### src/rtl/adc_spi_sampler.sv
// ---------------------------------------------------------------------------
// adc_spi_sampler
//
// SPI master and sample buffer for an 8-channel serial ADC. It runs single or
// free-running conversion frames. Each result is tagged with its channel and
// queued in a show-ahead FIFO. A consumer drains the FIFO with a valid/ready
// handshake.
//
// Ports (all logic on the rising edge of CLOCK_50, synchronous active-low
// reset RESET_N):
//   start        in   one-cycle request for a single frame on `channel`
//   auto_en      in   free-running scan, channels 0..7 in turn
//   channel      in   channel used by `start`
//   ovf_clr      in   clears the sticky overflow flag
//   SPI_MISO     in   ADC serial data
//   SPI_MOSI     out  control word to the ADC
//   SPI_CLOCK    out  serial clock, idle high
//   SPI_SS       out  chip select, active low
//   sample_data  out  FIFO head result
//   sample_chan  out  FIFO head channel tag
//   sample_valid out  FIFO not empty
//   sample_ready in   consumer pop
//   fifo_count   out  FIFO occupancy
//   busy         out  frame or inter-frame gap in progress
//   overflow     out  sticky: a sample was dropped because the FIFO was full
//
// Every output is a register. The SPI pins and `busy` are decoded from the
// state of the previous cycle. They therefore lag the FSM by one clock. For
// example, SPI_SS falls one edge after `start` is accepted.
// ---------------------------------------------------------------------------
module adc_spi_sampler #(
    parameter int CLK_DIV    = 4,
    parameter int FRAME_BITS = 16,
    parameter int DATA_BITS  = 12,
    parameter int FIFO_DEPTH = 8
) (
    input  logic                          CLOCK_50,
    input  logic                          RESET_N,
    input  logic                          start,
    input  logic                          auto_en,
    input  logic [2:0]                    channel,
    input  logic                          ovf_clr,
    input  logic                          SPI_MISO,
    output logic                          SPI_MOSI,
    output logic                          SPI_CLOCK,
    output logic                          SPI_SS,
    output logic [DATA_BITS-1:0]          sample_data,
    output logic [2:0]                    sample_chan,
    output logic                          sample_valid,
    input  logic                          sample_ready,
    output logic [$clog2(FIFO_DEPTH):0]   fifo_count,
    output logic                          busy,
    output logic                          overflow
);

    localparam int CW   = $clog2(2 * CLK_DIV);   // cycle-in-phase counter
    localparam int BW   = $clog2(FRAME_BITS);    // bit-in-frame counter
    localparam int AW   = $clog2(FIFO_DEPTH);    // FIFO pointer
    localparam int CNTW = AW + 1;                // FIFO occupancy
    localparam int EW   = DATA_BITS + 3;         // FIFO entry: {chan, data}

    typedef enum logic [2:0] {
        S_IDLE,
        S_SETUP,
        S_SHIFT,
        S_HOLD,
        S_GAP
    } state_t;

    // -----------------------------------------------------------------------
    // Frame sequencer
    // -----------------------------------------------------------------------
    state_t                  r_state;
    state_t                  w_state_next;
    logic                    w_phase_end;
    logic                    w_accept;
    logic [CW-1:0]           r_cnt;
    logic [BW-1:0]           r_bit;
    logic [BW-1:0]           w_mosi_idx;
    logic [2:0]              r_chan;
    logic [2:0]              r_auto_chan;
    logic [DATA_BITS-1:0]    r_shift;
    logic [FRAME_BITS-1:0]   w_ctrl;
    logic                    r_ss;
    logic                    r_sclk;
    logic                    r_mosi;
    logic                    r_busy;

    always_ff @(posedge CLOCK_50) begin
        if (!RESET_N) begin
            r_state <= S_IDLE;
        end else begin
            r_state <= w_state_next;
        end
    end

    // NOTE: every signal driven here gets a default first, so no path can
    // leave one unassigned and infer a latch.
    always_comb begin
        w_state_next = r_state;
        w_phase_end  = 1'b0;
        w_accept     = 1'b0;
        case (r_state)
            S_IDLE: begin
                if (start || auto_en) begin
                    w_accept     = 1'b1;
                    w_state_next = S_SETUP;
                end
            end
            S_SETUP: begin
                if (r_cnt == CW'(CLK_DIV - 1)) begin
                    w_phase_end  = 1'b1;
                    w_state_next = S_SHIFT;
                end
            end
            S_SHIFT: begin
                if (r_cnt == CW'(2 * CLK_DIV - 1) && r_bit == BW'(FRAME_BITS - 1)) begin
                    w_phase_end  = 1'b1;
                    w_state_next = S_HOLD;
                end
            end
            S_HOLD: begin
                if (r_cnt == CW'(CLK_DIV - 1)) begin
                    w_phase_end  = 1'b1;
                    w_state_next = S_GAP;
                end
            end
            S_GAP: begin
                if (r_cnt == CW'(CLK_DIV - 1)) begin
                    w_phase_end  = 1'b1;
                    w_state_next = S_IDLE;
                end
            end
            default: begin
                w_state_next = S_IDLE;
            end
        endcase
    end

    // The control word carries the channel in bits 13:11. All other bits are
    // zero.
    always_comb begin
        w_ctrl        = '0;
        w_ctrl[13:11] = r_chan;
    end

    // Bit r_bit of the frame transmits control bit FRAME_BITS-1-r_bit.
    assign w_mosi_idx = BW'(FRAME_BITS - 1) - r_bit;

    // NOTE: sequential state uses non-blocking assignments only. Every
    // register in the block then samples pre-edge values, whatever the
    // statement order.
    always_ff @(posedge CLOCK_50) begin
        if (!RESET_N) begin
            r_cnt       <= '0;
            r_bit       <= '0;
            r_chan      <= '0;
            r_auto_chan <= '0;
            r_shift     <= '0;
            r_ss        <= 1'b1;
            r_sclk      <= 1'b1;
            r_mosi      <= 1'b0;
            r_busy      <= 1'b0;
        end else begin
            // Phase timing. SHIFT reuses r_cnt as a 2*CLK_DIV bit period:
            // the first half is SCLK low and the second half is SCLK high.
            if (r_state == S_IDLE || w_phase_end) begin
                r_cnt <= '0;
                r_bit <= '0;
            end else if (r_state == S_SHIFT && r_cnt == CW'(2 * CLK_DIV - 1)) begin
                r_cnt <= '0;
                r_bit <= r_bit + BW'(1);
            end else begin
                r_cnt <= r_cnt + CW'(1);
            end

            // An explicit start takes priority over the auto scan. The auto
            // channel only advances for frames the scan itself launches.
            if (w_accept) begin
                if (start) begin
                    r_chan <= channel;
                end else begin
                    r_chan      <= r_auto_chan;
                    r_auto_chan <= r_auto_chan + 3'd1;
                end
            end

            // MISO is captured on the same edge that raises SCLK. Only the
            // last DATA_BITS bits are kept.
            if (r_state == S_SHIFT && r_cnt == CW'(CLK_DIV)) begin
                r_shift <= {r_shift[DATA_BITS-2:0], SPI_MISO};
            end

            r_busy <= (r_state != S_IDLE);
            r_ss   <= !(r_state == S_SETUP || r_state == S_SHIFT || r_state == S_HOLD);
            r_sclk <= (r_state == S_SHIFT) ? (r_cnt >= CW'(CLK_DIV)) : 1'b1;

            case (r_state)
                S_SETUP: r_mosi <= w_ctrl[FRAME_BITS-1];
                S_SHIFT: begin
                    // Changes only on SCLK falling edges. On bit 0 this
                    // re-drives the bit already presented in SETUP.
                    if (r_cnt == '0) begin
                        r_mosi <= w_ctrl[w_mosi_idx];
                    end
                end
                S_HOLD:  r_mosi <= r_mosi;
                default: r_mosi <= 1'b0;
            endcase
        end
    end

    assign SPI_SS    = r_ss;
    assign SPI_CLOCK = r_sclk;
    assign SPI_MOSI  = r_mosi;
    assign busy      = r_busy;

    // -----------------------------------------------------------------------
    // Sample FIFO (show-ahead, registered head)
    // -----------------------------------------------------------------------
    logic [EW-1:0]   r_mem [FIFO_DEPTH];
    logic [AW-1:0]   r_wr_ptr;
    logic [AW-1:0]   r_rd_ptr;
    logic [AW-1:0]   w_rd_next;
    logic [CNTW-1:0] r_count;
    logic [CNTW-1:0] w_count_next;
    logic            r_valid;
    logic [EW-1:0]   r_head;
    logic [EW-1:0]   w_head_next;
    logic [EW-1:0]   w_push_word;
    logic            r_overflow;
    logic            w_push;
    logic            w_pop;
    logic            w_full;
    logic            w_do_push;
    logic            w_drop;

    // The result is pushed on the first GAP cycle. That is the same edge on
    // which SPI_SS returns high.
    assign w_push      = (r_state == S_GAP) && (r_cnt == '0);
    assign w_push_word = {r_chan, r_shift};
    assign w_pop       = r_valid && sample_ready;
    assign w_full      = (r_count == CNTW'(FIFO_DEPTH));
    // A pop in the same cycle frees the slot that a push into a full FIFO
    // needs.
    assign w_do_push   = w_push && (!w_full || w_pop);
    assign w_drop      = w_push && w_full && !w_pop;
    assign w_rd_next   = r_rd_ptr + AW'(1);
    assign w_count_next = r_count + CNTW'(w_do_push) - CNTW'(w_pop);

    // Next head. After a pop the new head is the next stored entry. If only
    // one entry was stored, the new head is the word being pushed in the same
    // cycle, because that word has not reached r_mem yet.
    always_comb begin
        w_head_next = r_head;
        if (w_pop) begin
            if (r_count == CNTW'(1)) begin
                if (w_do_push) begin
                    w_head_next = w_push_word;
                end
            end else begin
                w_head_next = r_mem[w_rd_next];
            end
        end else if (r_count == '0 && w_do_push) begin
            w_head_next = w_push_word;
        end
    end

    // NOTE: the storage array has no reset. The pointers and count define
    // which entries are live, so stale contents are never observed.
    always_ff @(posedge CLOCK_50) begin
        if (w_do_push) begin
            r_mem[r_wr_ptr] <= w_push_word;
        end
    end

    always_ff @(posedge CLOCK_50) begin
        if (!RESET_N) begin
            r_wr_ptr   <= '0;
            r_rd_ptr   <= '0;
            r_count    <= '0;
            r_valid    <= 1'b0;
            r_head     <= '0;
            r_overflow <= 1'b0;
        end else begin
            if (w_do_push) begin
                r_wr_ptr <= r_wr_ptr + AW'(1);
            end
            if (w_pop) begin
                r_rd_ptr <= w_rd_next;
            end
            r_count <= w_count_next;
            r_valid <= (w_count_next != '0);
            r_head  <= w_head_next;
            // A drop in the same cycle as a clear leaves the flag set.
            if (w_drop) begin
                r_overflow <= 1'b1;
            end else if (ovf_clr) begin
                r_overflow <= 1'b0;
            end
        end
    end

    assign sample_data  = r_head[DATA_BITS-1:0];
    assign sample_chan  = r_head[EW-1:DATA_BITS];
    assign sample_valid = r_valid;
    assign fifo_count   = r_count;
    assign overflow     = r_overflow;

endmodule

### config.mk
export PLATFORM = sky130hd
export DESIGN_NAME = adc_spi_sampler
export DESIGN_NICKNAME = d
export VERILOG_FILES = /design/src/rtl/adc_spi_sampler.sv
export SDC_FILE = /design/constraint.sdc
export NUM_CORES = 1
export LEC_CHECK = 0
export CORE_AREA = 5 5 151 153
export CTS_BUF_LIST = sky130_fd_sc_hd__clkbuf_4
export CTS_CLUSTER_DIAMETER = 80
export DETAILED_ROUTE_END_ITERATION = 6
export DIE_AREA = 0 0 156 158
export DONT_BUFFER_PORTS = 1
export PLACE_DENSITY_LB_ADDON = 0.3
export SLEW_MARGIN = 20
export SYNTH_ARGS = -nofsm -noshare
export SYNTH_HDL_FRONTEND = slang
export SYNTH_SLANG_ARGS = --single-unit
### constraint.sdc
create_clock -name CLOCK_50 -period 6.2 [get_ports CLOCK_50]
set_clock_uncertainty 0.2 [all_clocks]
set_input_delay 1.86 -clock CLOCK_50 [delete_from_list [all_inputs] [get_ports CLOCK_50]]
set_output_delay 1.86 -clock CLOCK_50 [all_outputs]
set_load 0.005 [all_outputs]
==> results.py, run 1 <==
metrics = {
    "routing": {
        "vias_per_cell": 5.04,
        "drt-total-wl_mm": 15.8,
        "firstDrtPassIters": 5,
        "drc_errors": 0,
        "ant_nets": 0,
        "wl_per_cell_um": 19.0,
        "drtIter0Drc": 260,
        "vias": 4201,
    },
    "setup_path": {
        "worstSetupStartpointType": "input pin",
        "cp_max_fo": 7,
        "critPathCaptureType": "flip-flop",
        "cp.required_ps": 6410,
        "worst_r2r_endpoint": "r_head[12]",
        "crit_arrival_ps": 3650,
        "worstSetupPathType": "in -> reg",
        "r2r_slack_ps": 3030,
        "r2r_start": "r_rd_ptr[0]",
        "reg2reg_depth": 6,
    },
    "sta": {
        "fmax_mhz": 291,
        "slew_violations": 0,
        "setup_viol": 0,
        "post-route-period-util": 0.555,
        "worst_pin_slew_ps": 768,
        "hold_viol_final": 0,
        "tns_ps": 0,
        "slew_headroom": 0.487,
        "rsz0062_at_grt": "false",
        "fin_crit_ps": 3440,
        "hold_ws_ps": 269,
    },
    "logic_synthesis": {
        "synth.most_common_cell": "edfxtp_1",
        "synth_xor_area_frac": 0.0144,
        "synth_cell_type_count": 52,
        "ys_seq_area_frac": 0.653,
        "syn_inst": 532,
        "ys_top_cells_by_count": "edfxtp_1 (120), dfxtp_1 (59), nand2_1 (42)",
        "synthesis.nets": 556,
        "synthMuxAreaShare": 0.0940,
        "syn-cell-area_mm2": 0.00732,
        "async_flop_share": 0,
        "syn_avg_cell_area_um2": 13.8,
        "synthSimpleGateAreaFrac": 0.101,
        "synth_compound_area_frac": 0.0820,
        "synth_top_cell_area_share": 0.492,
        "ys.warnings.count": 0,
        "ys_seq_elements": 179,
        "synth_top_cell_by_area": "edfxtp_1",
        "synthFlopType": "edfxtp_1",
        "synth_top_family_by_area": "simple AND/OR/NAND/NOR gates",
        "synth_area_leaders": "edfxtp_1 (49%), dfxtp_1 (16%), mux2i_1 (4.8%)",
        "synthAdderAreaFrac": 0.0249,
        "synth_edf_count": 120,
    },
    "worst_hold_path": {
        "hold_end": "r_cnt[0]",
        "hold_start": "r_cnt[0]",
        "holdPathStages": 1,
        "hp-class": "reg -> reg",
    },
    "grt": {
        "met3_usage": 0.0383,
        "antenna_found_initial": 1,
        "top_usage_layer": "met2",
        "track_usage": 0.134,
        "grt_pass1_vias": 4216,
        "grt_pass1_wl_mm": 24.8,
        "grt_use_met1": 0.179,
        "grt_util_met2": 0.215,
        "grt_max_degree": 48,
        "grt_overflow_total": 0,
    },
    "pwr": {
        "max-vdd-ir-drop_v": 0.000243,
        "p_clk_frac": 0.247,
        "power.total_uw": 2490,
        "netSwitchingPower_uw": 755,
        "seq_power_share": 0.551,
        "comb_power_share": 0.202,
        "p_int_uw": 1740,
        "power.density_mw_per_mm2": 314,
        "leakagePower_uw": 0.00256,
        "p_sw_frac": 0.302,
    },
    "clock_tree": {
        "postCtsHoldBufs": 0,
        "cts_tree": "done",
        "clock-sinks": 179,
        "cts_repair_resize_count": 0,
        "cts_buffer_depth": 2,
        "cts_setup_buffers": 0,
        "path_clk_slew_ps": 140,
        "ctsHtreeMaxLevel": 4,
        "cts_buffers": 17,
        "worstSkewPairLatency_ps": 540,
        "cts_root_buf": "clkbuf_4",
    },
    "place": {
        "dp_hpwl_mm": 10.5,
        "gp_congestion": 0.754,
        "dp.cells": 799,
        "portBuffers": 0,
    },
    "floorplanning": {
        "coreArea_mm2": 0.0214,
        "num_rows": 54,
        "start_util": 0.342,
        "io_pins": 35,
        "die_w_um": 156,
        "die_h_um": 158,
        "fp.dieArea_mm2": 0.0246,
    },
    "final_layout": {
        "fin_nets": 562,
        "fin_util": 0.371,
        "stdcell_count": 833,
        "area_growth_pct": 8.42,
        "num-fill-cells": 1999,
        "drive_gt1_frac": 0.162,
    },
    "status": {
        "status": "complete, no violations",
    },
    "flow_run": {
        "drv_cap": 0,
    },
}
## power by group through the flow
stage / registers, uW / logic (uW) / clock network (uW)
after floorplan: 1380 / 414 / 0
after global placement: 1400 / 508 / 0
after detailed placement: 1410 / 515 / 0
after CTS: 1380 / 517 / 635
after global routing: 1390 / 564 / 687
final: 1370 / 505 / 615
## worst max path at each step
stage                      start      endpoint  slack (ps)
finish              sample_ready  sample_valid        2760
global placement    sample_ready  r_mem[2][12]        2140
global route        sample_ready  sample_valid        2630
detailed placement  sample_ready  r_mem[2][14]        2010
CTS                 sample_ready   r_mem[2][6]        2630
floorplan           sample_ready   r_mem[0][0]        2030
## layout make-up
type                    count  area [um2]  area share
clock buffers              18         135      0.0170
inverters                  27         101      0.0128
diodes                      2        5.00    0.000630
well taps                 280         350      0.0441
repair buffers             12        90.1      0.0113
multi-input cells         301        2350       0.296
clock inverters            14         126      0.0159
flip-flops and latches    179        4780       0.603
## kinds of logic after synthesis
group,Yosys count
xor gates and xnor gates,12
DFF,179
adders and majority gates,14
and+or+nand+nor,152
muxes,50
buffers and inverters,52
AOI/OAI and AO/OA,73
## through the flow
| step | worst slack, ps | area [um2] |
|---|---|---|
| finish | 2760 | 7940 |
| global route | 2630 | 7940 |
| CTS | 2630 | 7930 |
| detailed placement | 2010 | 7660 |
| global placement | 2140 | 7660 |
| floorplan | 2030 | 7320 |
## per-layer routing
| metal | share of wire | vias to the layer above |
|---|---|---|
| li1 | - | 2001 |
| met1 | 0.44 | 2065 |
| met2 | 0.48 | 129 |
| met3 | 0.065 | 6 |
| met4 | 0.0097 | 0 |
| met5 | 0 | - |
## layout by cell type (no fill, tap or decap), types with 6 or more instances in the layout
master,n
edfxtp_1,120
dfxtp_1,59
nand2_1,42
nand3_1,39
mux2i_1,35
nor2_1,30
inv_1,26
a21oi_1,19
clkbuf_4,18
mux4_2,15
o2111ai_1,15
ha_1,12
buf_4,12
o211ai_2,10
nand2_2,9
nand2b_1,8
xnor2_1,6
## state kept, by name, indices dropped and copies added, names as in the netlist, 3 cells and up
name / count
r_auto_chan: 3
r_wr_ptr: 3
r_cnt: 3
r_rd_ptr: 3
r_state: 3
r_mem: 120
r_head: 15
r_chan: 3
r_shift: 12
fifo_count: 4
r_bit: 4
## critical path, stage by stage
cell      delay (ps)
a211oi_1         100
a211oi_4         400
nand2_1           90
nand2_1           70
ha_1             160
inv_1             50
fa_1             390
xor2_1           160
nor2_1            70
nor3_1           190
o21ai_0          100
Power figures use the tool's default switching activity.
==> run 2: changes to the inputs <==
- clock period: 6.2 -> 2.9 ns (I/O delays scaled with it)
==> results.py, run 2 (synthesis results as in run 1) <==
metrics = {
    "floorplanning": {
        "start_util": 0.342,
        "num_rows": 54,
        "die_h_um": 158,
        "fp.dieArea_mm2": 0.0246,
        "die_w_um": 156,
        "coreArea_mm2": 0.0214,
        "io_pins": 35,
    },
    "worst_hold_path": {
        "hold_start": "RESET_N",
        "hold_end": "SPI_CLOCK",
        "holdPathStages": 1,
        "hp-class": "in -> reg",
    },
    "setup_path": {
        "worstSetupPathType": "reg -> reg",
        "cp.required_ps": 3140,
        "reg2reg_depth": 11,
        "r2r_start": "r_state[0]",
        "worst_r2r_endpoint": "sample_valid",
        "worstSetupStartpointType": "flip-flop",
        "critPathCaptureType": "flip-flop",
        "cp_max_fo": 3,
        "crit_arrival_ps": 2850,
        "r2r_slack_ps": 290,
    },
    "place": {
        "dp_hpwl_mm": 9.45,
        "dp.cells": 819,
        "gp_congestion": 0.775,
        "portBuffers": 0,
        "dpl_cell_area_mm2": 0.00783,
        "place_ws_ps": 56.2,
    },
    "clock_tree": {
        "cts_buffers": 17,
        "ctsHtreeMaxLevel": 4,
        "cts_repair_resize_count": 0,
        "postCtsHoldBufs": 0,
        "cts_setup_buffers": 0,
        "cts_buffer_depth": 2,
        "clock-sinks": 179,
        "worstSkewPairLatency_ps": 540,
        "path_clk_slew_ps": 140,
        "cts_tree": "done",
        "cts_root_buf": "clkbuf_4",
    },
    "final_layout": {
        "largest_reg_flops": 120,
        "final_cell_area_mm2": 0.00820,
        "fin_nets": 582,
        "regMostFlops": "r_mem",
        "drive_gt1_frac": 0.187,
        "area_growth_pct": 11.9,
        "reg_top3": "r_mem (120), r_head (15), r_shift (12)",
        "layout_common_cells": "edfxtp_1 (120), dfxtp_1 (59), nand2_1 (42)",
        "layout_commonest_cell": "edfxtp_1",
        "num-fill-cells": 2023,
        "stdcell_count": 852,
    },
    "routing": {
        "ant_nets": 0,
        "drt-total-wl_mm": 15.2,
        "drtIter0Drc": 218,
        "vias": 4312,
        "drc_errors": 0,
        "firstDrtPassIters": 5,
        "vias_per_cell": 5.06,
        "wl_per_cell_um": 17.8,
    },
    "pwr": {
        "max-vdd-ir-drop_v": 0.000428,
        "power.total_uw": 5750,
        "power.density_mw_per_mm2": 702,
        "p_int_uw": 4180,
        "p_clk_frac": 0.294,
        "leakagePower_uw": 0.00272,
        "p_sw_frac": 0.273,
        "netSwitchingPower_uw": 1570,
        "comb_power_share": 0.196,
        "seq_power_share": 0.510,
    },
    "grt": {
        "grt_pass1_wl_mm": 24.5,
        "antenna_found_initial": 1,
        "grt_overflow_total": 0,
        "grt_max_degree": 47,
        "grt_pass1_vias": 4421,
        "track_usage": 0.129,
    },
    "sta": {
        "slew_violations": 0,
        "slew_headroom": 0.646,
        "setup_viol": 0,
        "fin_crit_ps": 2610,
        "fin_ws_ps": 294,
        "post-route-period-util": 0.899,
        "fmax_mhz": 384,
        "worst_pin_slew_ps": 532,
        "hold_viol_final": 0,
        "tns_ps": 0,
        "rsz0062_at_grt": "false",
    },
    "status": {
        "status": "complete, no violations",
    },
    "flow_run": {
        "drv_cap": 0,
    },
}
## run 2: worst max-delay path by stage
stage,end,slack [ps],start
after global placement,sample_valid,130,sample_ready
after global routing,sample_valid,140,r_state[0]
after detailed placement,sample_valid,60,sample_ready
after floorplan,sample_valid,100,sample_ready
after CTS,sample_valid,280,r_state[0]
final,sample_valid,290,r_state[0]
## run 2: worst max-delay path, cell delays in order (launching register included)
cell and delay, ps:
dfxtp_1 340, or3b_1 460, a211oi_4 260, nand2_1 80
nand2_1 70, ha_1 160, inv_1 50, fa_1 370
xor2_1 150, nor2_1 60, nor3_1 180, o21ai_0 100
## run 2: area by class of cell
class	count	area, um2	share of cell area
antenna	1	2.50	0.000305
clock buffer	17	128	0.0156
clock inverter	15	238	0.0290
inverter	27	101	0.0124
multi-input combinational	301	2340	0.285
sequential	179	4780	0.584
tap	280	350	0.0427
timing repair buffer	32	253	0.0308
## run 2: per-stage QoR
step	util	hold WS [ps]
2_1_floorplan	-	217
3_3_place_gp	0.365	233
3_5_place_dp	0.365	250
4_1_cts	0.383	151
5_1_grt	0.383	130
6_report	0.383	211
## run 2: power by group through the flow
stage	sequential, uW	clock [uW]	combinational (uW)
after global placement	2990	0	1130
after global routing	2960	1870	1240
after floorplan	2940	0	884
after detailed placement	3000	0	1140
final	2930	1690	1120
after CTS	2940	1750	1140
## run 2: per-layer routing
metal	GRT usage	vias to the layer above	routed length, um
met5	0	-	0
met4	0.0333	0	170
met3	0.0413	10	813
met2	0.200	89	7140
met1	0.178	2179	7030
li1	-	2034	-
==> run 3: changes to the inputs <==
- ABC_AREA: not set -> 1
- CORE_AREA: 5 5 151 153 -> 5 5 158 160
- CTS_BUF_LIST: sky130_fd_sc_hd__clkbuf_4 -> not set
- DIE_AREA: 0 0 156 158 -> 0 0 163 165
==> results.py, run 3 <==
metrics = {
    "place": {
        "gp_congestion": 0.779,
        "dp.cells": 1178,
        "dp_hpwl_mm": 10.9,
        "portBuffers": 0,
    },
    "pwr": {
        "p_int_uw": 5000,
        "netSwitchingPower_uw": 2430,
        "p_clk_frac": 0.332,
        "comb_power_share": 0.246,
        "p_sw_frac": 0.327,
        "seq_power_share": 0.423,
        "leakagePower_uw": 0.00383,
        "max-vdd-ir-drop_v": 0.000517,
        "power.density_mw_per_mm2": 812,
    },
    "floorplanning": {
        "num_rows": 56,
        "coreArea_mm2": 0.0233,
        "die_w_um": 163,
        "io_pins": 35,
        "die_h_um": 165,
        "fp.dieArea_mm2": 0.0269,
        "start_util": 0.346,
    },
    "routing": {
        "vias": 5468,
        "drt-total-wl_mm": 17.8,
        "firstDrtPassIters": 5,
        "drtIter0Drc": 392,
        "vias_per_cell": 4.52,
        "ant_nets": 0,
        "wl_per_cell_um": 14.7,
        "drc_errors": 0,
    },
    "clock_tree": {
        "cts_root_buf": "clkbuf_16",
        "cts_buffer_depth": 2,
        "clock-sinks": 179,
        "path_clk_slew_ps": 70,
        "worstSkewPairLatency_ps": 430,
        "cts_setup_buffers": 0,
        "cts_repair_resize_count": 0,
        "cts_tree": "done",
        "ctsHtreeMaxLevel": 4,
        "cts_buffers": 17,
        "postCtsHoldBufs": 0,
    },
    "setup_path": {
        "reg2reg_depth": 15,
        "crit_start": "r_cnt[0]",
        "cp.required_ps": 3020,
        "crit_arrival_ps": 2630,
        "worstSetupStartpointType": "flip-flop",
        "r2r_slack_ps": 390,
        "worstSetupPathType": "reg -> reg",
        "cp_max_fo": 3,
        "critPathCaptureType": "flip-flop",
        "r2r_start": "r_cnt[0]",
    },
    "sta": {
        "setup_viol": 0,
        "hold_ws_ps": 249,
        "slew_headroom": 0.522,
        "fin_crit_ps": 2510,
        "fmax_mhz": 398,
        "hold_viol_final": 0,
        "worst_pin_slew_ps": 718,
        "post-route-period-util": 0.866,
        "slew_violations": 0,
        "rsz0062_at_grt": "false",
    },
    "worst_hold_path": {
        "hp-class": "reg -> reg",
        "holdPathStages": 1,
        "hold_start": "r_cnt[0]",
    },
    "final_layout": {
        "diodes": 0,
        "fin_nets": 902,
        "layout_common_cells": "nand2_1 (228), inv_1 (151), edfxtp_1 (120)",
        "area_growth_pct": 13.6,
        "regMostFlops": "r_mem",
        "stdcell_count": 1210,
        "drive_gt1_frac": 0.114,
        "layout_commonest_cell": "nand2_1",
        "largest_reg_flops": 120,
        "reg_top3": "r_mem (120), r_head (15), r_shift (12)",
    },
    "logic_synthesis": {
        "async_flop_share": 0,
        "synth_edf_count": 120,
        "ys_top_cells_by_count": "nand2_1 (228), inv_1 (151), edfxtp_1 (120)",
        "synthAdderAreaFrac": 0.0227,
        "ys_seq_area_frac": 0.594,
        "synth_top_cell_area_share": 0.448,
        "syn-cell-area_mm2": 0.00805,
        "synthMuxAreaShare": 0,
        "ys_seq_elements": 179,
        "synth_xor_area_frac": 0.00730,
        "synth_cell_type_count": 38,
        "ys.warnings.count": 0,
        "synth.most_common_cell": "nand2_1",
        "synthesis.nets": 894,
        "synth_compound_area_frac": 0.0528,
        "synth_top_cell_by_area": "edfxtp_1",
        "synth_top_family_by_area": "simple AND/OR/NAND/NOR gates",
        "synthSimpleGateAreaFrac": 0.223,
        "syn_inst": 870,
        "syn_avg_cell_area_um2": 9.25,
        "synthFlopType": "edfxtp_1",
        "synth_area_leaders": "edfxtp_1 (45%), dfxtp_1 (15%), nand2_1 (11%)",
    },
    "grt": {
        "grt_pass1_vias": 5389,
        "grt_pass1_wl_mm": 29.1,
        "antenna_found_initial": 0,
        "grt_overflow_total": 0,
        "track_usage": 0.140,
        "grt_max_degree": 63,
    },
    "status": {
        "status": "complete, no violations",
    },
    "flow_run": {
        "drv_cap": 0,
    },
}
-- run 3: cells by family after synthesis --
group | after synthesis
and+or+nand+nor | 408
xor gates and xnor gates | 5
AOI/OAI and AO/OA | 71
DFF | 179
buffers and inverters | 193
adders and majority gates | 14
-- run 3: final cells by class --
| cell class | count | area, um2 |
|---|---|---|
| Sequential cell | 179 | 4790 |
| Timing Repair Buffer | 23 | 223 |
| Multi-Input combinational cell | 498 | 2500 |
| Inverter | 159 | 597 |
| Clock buffer | 21 | 492 |
| Tap cell | 319 | 399 |
| Clock inverter | 11 | 148 |
| Fill cell | 2308 | 14100 |
-- run 3: worst max-delay path: stages, from the launching register on --
cell and delay (ps):
dfxtp_1 350, inv_1 50, ha_1 240, inv_2 80
nor2_4 40, nand3_4 90, inv_1 60, nor2_1 160
inv_1 80, nand2_1 70, ha_1 160, inv_1 50
fa_1 370, xor2_1 150, nor2_1 70, nand3b_1 160
-- run 3: worst paths after layout --
check                                     to
worst max register to register  sample_valid
worst min-delay path                r_cnt[0]
worst max-delay path            sample_valid
worst min register to register      r_cnt[0]
-- run 3: power by group through the flow --
stage	Clock (uW)	Sequential [uW]	Combinational, uW
4_1_cts	2500	3150	1840
5_1_grt	2620	3170	2080
3_3_place_gp	0	3200	1820
2_1_floorplan	0	3100	1450
6_report	2460	3140	1820
3_5_place_dp	0	3200	1830
-- run 3: through the flow --
| stage | power, uW | util | TNS (ps) | setup WS, ps | area (um2) |
|---|---|---|---|---|---|
| after global routing | 7860 | 0.393 | 0 | 155 | 9150 |
| after detailed placement | 5040 | 0.366 | 0 | 221 | 8510 |
| after floorplan | 4540 | - | -22960 | -220 | 8060 |
| after global placement | 5020 | 0.366 | 0 | 255 | 8510 |
| after CTS | 7490 | 0.393 | 0 | 372 | 9150 |
| final | 7420 | 0.393 | 0 | 389 | 9150 |
-- run 3: layer usage --
metal	vias up	share of wire	global-route usage	wire length [um]
li1	2798	-	-	-
met1	2570	0.47	0.186	8460
met2	82	0.47	0.230	8410
met3	18	0.040	0.0347	708
met4	0	0.015	0.0358	261
met5	-	0	0	0
